==> src/rtl/ps2_pkg.sv <==
// Shared definitions for the PS/2 device-to-host frame receiver.
// Optional parity checking is selected with the PS2_PARITY_CHECK_EN macro in the top level.
package ps2_pkg;

  typedef enum logic [1:0] {
    IDLE   = 2'd0,
    DATA   = 2'd1,
    PARITY = 2'd2,
    STOP   = 2'd3
  } ps2_state_e;

  localparam int   PS2_DATA_BITS = 8;
  localparam int   PS2_CNT_W     = $clog2(PS2_DATA_BITS);
  localparam logic PS2_START_LVL = 1'b0;
  localparam logic PS2_STOP_LVL  = 1'b1;

  // Odd parity over the data byte and the received parity bit.
  function automatic logic ps2_odd_parity_ok(input logic [PS2_DATA_BITS-1:0] data,
                                             input logic par_bit);
    return (^data) ^ par_bit;
  endfunction

endpackage

==> src/rtl/ps2_line_filter.sv <==
// Synchronises both PS/2 lines and glitch-filters the clock line, producing a
// one-cycle strobe on each falling edge of the filtered clock.
module ps2_line_filter #(
  parameter int SYNC_STAGES = 2,
  parameter int FILTER_LEN  = 8
) (
  input  logic iClk,
  input  logic iReset_n,
  input  logic iPs2Clk,
  input  logic iPs2Data,
  output logic oSyncData,
  output logic oFallStrobe
);

  localparam int CNT_W = $clog2(FILTER_LEN + 1);

  logic [SYNC_STAGES-1:0] r_clk_sync;
  logic [SYNC_STAGES-1:0] r_data_sync;
  logic [CNT_W-1:0]       r_cnt;
  logic                   r_filt;
  logic                   r_fall;
  logic                   w_clk_s;
  logic                   w_differs;
  logic                   w_settled;

  // Lines idle high, so the chains reset to 1 to avoid a false edge on release.
  always_ff @(posedge iClk or negedge iReset_n) begin
    if (!iReset_n) begin
      r_clk_sync  <= '1;
      r_data_sync <= '1;
    end else begin
      r_clk_sync  <= {r_clk_sync[SYNC_STAGES-2:0], iPs2Clk};
      r_data_sync <= {r_data_sync[SYNC_STAGES-2:0], iPs2Data};
    end
  end

  assign w_clk_s   = r_clk_sync[SYNC_STAGES-1];
  assign w_differs = (w_clk_s != r_filt);
  assign w_settled = w_differs && (r_cnt == CNT_W'(FILTER_LEN - 1));

  // r_cnt counts consecutive samples disagreeing with the filtered level.
  always_ff @(posedge iClk or negedge iReset_n) begin
    if (!iReset_n) begin
      r_cnt  <= '0;
      r_filt <= 1'b1;
      r_fall <= 1'b0;
    end else begin
      r_fall <= w_settled && !w_clk_s;
      if (!w_differs) begin
        r_cnt <= '0;
      end else if (w_settled) begin
        r_filt <= w_clk_s;
        r_cnt  <= '0;
      end else begin
        r_cnt <= r_cnt + 1'b1;
      end
    end
  end

  assign oSyncData   = r_data_sync[SYNC_STAGES-1];
  assign oFallStrobe = r_fall;

endmodule

==> src/rtl/ps2_frame_receiver.sv <==
// PS/2 keyboard frame receiver: deserialises 11-bit frames into bytes with a one-cycle oFlag.
// Define PS2_PARITY_CHECK_EN to reject frames whose odd parity does not hold.
module ps2_frame_receiver
  import ps2_pkg::*;
#(
  parameter int SYNC_STAGES    = 2,
  parameter int FILTER_LEN     = 8,
  parameter int TIMEOUT_CYCLES = 100000
) (
  input  logic       iClk,
  input  logic       iReset_n,
  input  logic       iPs2Clk,
  input  logic       iPs2Data,
  output logic       oFlag,
  output logic [7:0] oData,
  output logic       oErr
);

  localparam int TO_W = $clog2(TIMEOUT_CYCLES);

  ps2_state_e               r_state;
  ps2_state_e               w_state_nxt;
  logic [PS2_CNT_W-1:0]     r_bitcnt;
  logic [PS2_CNT_W-1:0]     w_bitcnt_nxt;
  logic [PS2_DATA_BITS-1:0] r_shift;
  logic [PS2_DATA_BITS-1:0] w_shift_nxt;
  logic [TO_W-1:0]          r_tcnt;
  logic [7:0]               r_data;
  logic                     r_flag;
  logic                     r_err;
  logic                     w_flag_nxt;
  logic                     w_err_nxt;
  logic                     w_load;
  logic                     w_par_ok;
  logic                     w_timeout;
  logic                     w_sync_data;
  logic                     w_strobe;

  ps2_line_filter #(
    .SYNC_STAGES (SYNC_STAGES),
    .FILTER_LEN  (FILTER_LEN)
  ) u_filter (
    .iClk        (iClk),
    .iReset_n    (iReset_n),
    .iPs2Clk     (iPs2Clk),
    .iPs2Data    (iPs2Data),
    .oSyncData   (w_sync_data),
    .oFallStrobe (w_strobe)
  );

`ifdef PS2_PARITY_CHECK_EN
  logic r_parity;
  logic w_parity_nxt;

  always_ff @(posedge iClk or negedge iReset_n) begin
    if (!iReset_n) r_parity <= 1'b0;
    else           r_parity <= w_parity_nxt;
  end

  always_comb begin
    w_parity_nxt = r_parity;
    if (w_strobe && r_state == PARITY) w_parity_nxt = w_sync_data;
  end

  assign w_par_ok = ps2_odd_parity_ok(r_shift, r_parity);
`else
  // Parity bit is clocked through the PARITY state but not retained.
  assign w_par_ok = 1'b1;
`endif

  // A strobe in the same cycle as expiry keeps the frame alive.
  assign w_timeout = (r_state != IDLE) && (r_tcnt == TO_W'(TIMEOUT_CYCLES - 1));

  always_ff @(posedge iClk or negedge iReset_n) begin
    if (!iReset_n) begin
      r_state  <= IDLE;
      r_bitcnt <= '0;
      r_shift  <= '0;
      r_tcnt   <= '0;
      r_data   <= 8'h00;
      r_flag   <= 1'b0;
      r_err    <= 1'b0;
    end else begin
      r_state  <= w_state_nxt;
      r_bitcnt <= w_bitcnt_nxt;
      r_shift  <= w_shift_nxt;
      r_flag   <= w_flag_nxt;
      r_err    <= w_err_nxt;
      if (w_load) r_data <= r_shift;
      if (w_strobe || r_state == IDLE) r_tcnt <= '0;
      else                             r_tcnt <= r_tcnt + 1'b1;
    end
  end

  always_comb begin
    w_state_nxt  = r_state;
    w_bitcnt_nxt = r_bitcnt;
    w_shift_nxt  = r_shift;
    w_flag_nxt   = 1'b0;
    w_err_nxt    = 1'b0;
    w_load       = 1'b0;
    if (w_strobe) begin
      unique case (r_state)
        IDLE: begin
          if (w_sync_data == PS2_START_LVL) begin
            w_state_nxt  = DATA;
            w_bitcnt_nxt = '0;
          end
        end
        DATA: begin
          w_shift_nxt = {w_sync_data, r_shift[PS2_DATA_BITS-1:1]};
          if (r_bitcnt == PS2_CNT_W'(PS2_DATA_BITS - 1)) begin
            w_state_nxt  = PARITY;
            w_bitcnt_nxt = '0;
          end else begin
            w_bitcnt_nxt = r_bitcnt + 1'b1;
          end
        end
        PARITY: begin
          w_state_nxt = STOP;
        end
        STOP: begin
          w_state_nxt = IDLE;
          if (w_sync_data == PS2_STOP_LVL && w_par_ok) begin
            w_load     = 1'b1;
            w_flag_nxt = 1'b1;
          end else begin
            w_err_nxt = 1'b1;
          end
        end
        default: w_state_nxt = IDLE;
      endcase
    end else if (w_timeout) begin
      w_state_nxt  = IDLE;
      w_bitcnt_nxt = '0;
      w_err_nxt    = 1'b1;
    end
  end

  assign oFlag = r_flag;
  assign oData = r_data;
  assign oErr  = r_err;

endmodule

==> config.mk <==
export PLATFORM = sky130hd
export DESIGN_NAME = ps2_frame_receiver
export DESIGN_NICKNAME = d
export VERILOG_FILES = /design/src/rtl/ps2_pkg.sv /design/src/rtl/ps2_line_filter.sv /design/src/rtl/ps2_frame_receiver.sv
export SDC_FILE = /design/constraint.sdc
export NUM_CORES = 1
export LEC_CHECK = 0
export BUFFER_PORTS_ARGS = -buffer_cell sky130_fd_sc_hd__buf_4
export CAP_MARGIN = 40
export CORE_MARGIN = 2
export CORE_UTILIZATION = 61
export CTS_CLUSTER_DIAMETER = 50
export CTS_CLUSTER_SIZE = 28
export DETAILED_ROUTE_END_ITERATION = 8
export GPL_TIMING_DRIVEN = 0
export PLACE_DENSITY = 0.8
export SYNTH_ARGS = -nofsm -noshare
export SYNTH_HDL_FRONTEND = slang
export SYNTH_SLANG_ARGS = --single-unit
==> constraint.sdc <==
create_clock -name iClk -period 3.5 [get_ports iClk]
set_input_delay 0 -clock iClk [delete_from_list [all_inputs] [get_ports iClk]]
set_output_delay 0 -clock iClk [all_outputs]
set_load 0.005 [all_outputs]
==> flow_summary_export.csv <==
group,metric,value,unit
run_status,status,"finished clean",
final_layout,finish.net_count,223,
sta,min_period_over_period,0.635,
synth,ys_seq_area_frac,0.564,
drt,detail_route.wl_per_cell,14.9,µm
final_layout,ff_latch_area,1260,µm²
clock_tree,clk_pin_slew,140,ps
synth,synth.top_cell.area_share,0.505,
clock_tree,root_buffer,"clkbuf_4",
clock_tree,clockBufferDepth,2,
sta,setup_violations,0,
power_and_ir_drop,vdd_drop_max,0.332,mV
worst_setup_path,arrival,2490,ps
sta,maxSlewViolCount,0,
drt,antenna_left,0,
placed_design,io_buffers,13,
global_route,antenna_found_initial,0,
worst_setup_path,critPathCaptureType,"flip-flop",
synth,synthTopCellsByArea,"dfrtp_1 (51%), mux2_2 (8.6%), dfstp_2 (5.9%), ha_1 (4.5%), xnor2_1 (3.5%)",
die,ios,14,
worst_setup_path,slowest_delay,460,ps
drt,first_pass_iters,4,
worst_setup_path,rr_endpoint,"r_bitcnt[2]$_DFFE_PN0P_",
die,die_h,64.5,µm
synth,synth_top_area_cell,"dfrtp_1",
global_route,grt_pass1_vias,1483,
drt,drtIter0Drc,63,
clock_tree,ctsHoldBuffers,3,
global_route,track_usage,0.215,
run,drv_cap,0,
synth,ys_ff_latch,50,
synth,synth_area_per_cell,11.9,µm²
clock_tree,cts_htree_levels,2,
global_route,globalRouteMet1Util,0.282,
synth,yosys_warnings,0,
placed_design,gp_congestion,0.783,
worst_setup_path,critPathRequiredTime,3760,ps
drt,routed_wl,3860,µm
drt,vias_per_cell,5.80,
worst_setup_path,r2r.worst_path.cells,6,
worst_setup_path,crit_type,"flip-flop to flip-flop",
worst_setup_path,start_kind,"flip-flop",
power_and_ir_drop,powerDensity,378,nW/µm²
final_layout,fillers,237,
global_route,grt_max_degree,51,
worst_setup_path,ff2ff_setup_slack,1280,ps
sta,fin_skew,3.88,ps
clock_tree,clock-sinks,50,
final_layout,utilization,0.723,
clock_tree,clkLatencyLatePin,360,ps
die,die_x,64.5,µm
worst_setup_path,worst_path_max_delay_cell,"or3_1",
sta,tns,0,ps
worst_setup_path,crit_end,"r_bitcnt[2]$_DFFE_PN0P_",
final_layout,area_delta_synth_final,10.8,%
sta,hold_violations,0,
clock_tree,cts_buffers,5,
sta,min_period,2220,ps
drt,routed-via-count,1496,
drt,drcViolationCount,0,
global_route,gr-max-usage-layer,"met2",
power_and_ir_drop,finalPower,0.935,mW
die,initial_core_util,0.653,
worst_setup_path,crit_path_start,"r_state[0]$_DFFE_PN0P_",
sta,worst_pin_slew,598,ps
final_layout,diodes,0,
global_route,use_met2,0.358,
clock_tree,postCtsSetupRepairBufs,0,
global_route,overflow,0,
placed_design,dp.final_hpwl,2730,µm
clock_tree,cts_tree,"built",
sta,timing.fmax,450,MHz
clock_tree,cts_resized,0,
final_layout,drive_gt1_frac,0.222,
worst_setup_path,path_cells,"inv_1 -> ha_1 -> nor4_1 -> nand4b_1 -> or3_1 -> a32o_1",
power_and_ir_drop,power.leakage,1.10,nW
die,core-area,3420,µm²
synth,synth.distinct_cells,40,
sta,slew_headroom,0.601,
synth,syn_inst,188,
worst_hold_path,hold_path_class,"primary input to asynchronous set/reset pin",
global_route,grt_use_met3,0.0417,
synth,syn_nets,200,
worst_setup_path,reg2reg_from,"r_state[0]$_DFFE_PN0P_",
die,fp-row-count,21,
final_layout,multi_input_area,926,µm²
worst_setup_path,cp_max_fo,7,
sta,rsz0062_at_grt,"false",
die,dieArea,4150,µm²
synth,synth_area,2230,µm²
global_route,grt_pass1_wl,6920,µm
critical path: cells and delay by family (launching register included):
family	cells	cell delay (ps)
buffers and inverters	1	90
AND/OR/NAND/NOR	3	1060
adder cells (fa/ha/maj)	1	290
AO/OA/AOI/OAI	1	260
flip-flops	1	450
where the power goes:
group	switching, mW	leakage [nW]	internal (mW)
combinational	0.0300	0.394	0.0272
sequential	0.0159	0.679	0.604
clock	0.179	0.0245	0.0788
how the worst min path moves through the flow:
stage | slack (ps) | cells after the start | end | start
after global routing | 210 | 2 | oData[6]$_DFFE_PN0P_ | iReset_n
after floorplan | -300 | 0 | oData[0]$_DFFE_PN0P_ | iReset_n
final | 170 | 2 | oErr$_DFF_PN0_ | iReset_n
after detailed placement | 50 | 1 | oErr$_DFF_PN0_ | iReset_n
after global placement | 30 | 1 | oErr$_DFF_PN0_ | iReset_n
after CTS | 200 | 2 | oErr$_DFF_PN0_ | iReset_n
registers in the layout (all words and copies together) (netlist names), 2 cells and up:
register,flops
r_tcnt,17
r_state,2
r_shift,8
u_filter.r_data_sync,2
r_bitcnt,3
u_filter.r_cnt,4
oData,8
u_filter.r_clk_sync,2
layer usage:
metal	up-vias	share of wire
met3	5	0.055
met5	-	0
met2	51	0.50
li1	710	-
met4	0	0.010
met1	730	0.43
cells in the mapped netlist (all sizes together):
| cell type | n |
|---|---|
| a211o | 1 |
| nor4bb | 1 |
| or2 | 3 |
| nand3b | 1 |
| a21bo | 1 |
| nand3 | 7 |
| a221oi | 1 |
| nor3 | 6 |
| o31ai | 3 |
| nor2 | 17 |
| inv | 8 |
| or4 | 3 |
| dfstp | 5 |
| a32o | 2 |
| o311ai | 2 |
| nor2b | 1 |
| o22ai | 1 |
| buf | 1 |
| nand2b | 1 |
| and2 | 1 |
| dfrtp | 45 |
| nor3b | 3 |
| clkbuf | 3 |
| and4 | 1 |
| xor2 | 5 |
| or3 | 1 |
| o221ai | 1 |
| o21ai | 2 |
| xnor2 | 9 |
| a21oi | 6 |
| nor4 | 4 |
| nand4b | 1 |
| nand2 | 11 |
| nand4 | 4 |
| a21boi | 1 |
| mux2 | 17 |
| ha | 8 |
through the flow:
stage	cell area [µm²]	hold slack (ps)	setup WS (ps)	std cells
3_3_place_gp	2380	34.3	1440	247
5_1_grt	2470	207	1150	258
4_1_cts	2470	195	1310	258
2_1_floorplan	2230	-296	1600	188
3_5_place_dp	2380	47.0	1340	247
6_report	2470	170	1280	258
kinds of logic (layout without fill, tap and decap cells):
group / after synthesis / count (layout) / synth area share
AND/OR/NAND/NOR: 66 / 66 / 0.162
buffers and inverters: 12 / 36 / 0.0208
XOR/XNOR: 14 / 14 / 0.0550
adder cells (fa/ha/maj): 8 / 8 / 0.0449
flip-flops: 50 / 50 / 0.564
AO/OA/AOI/OAI: 21 / 21 / 0.0673
multiplexers: 17 / 17 / 0.0859
layout make-up:
cell class | instances | area share
flip-flops and latches | 50 | 0.509
multi-input cells | 126 | 0.375
repair buffers | 16 | 0.0516
well taps | 46 | 0.0233
clock buffers | 6 | 0.0167
inverters | 8 | 0.0122
plain buffers | 4 | 0.00658
clock inverters | 2 | 0.00608
cells in the final DEF (no fill, tap or decap), types with 6 or more instances in the layout:
cell	synthesis	routed
a21oi_1	6	6
buf_4	0	13
dfrtp_1	45	45
ha_1	8	8
inv_1	8	8
mux2_2	17	17
nand2_1	11	11
nand3_1	7	7
nor2_1	17	17
nor3_1	6	6
xnor2_1	9	9
Power figures use the tool's default switching activity.
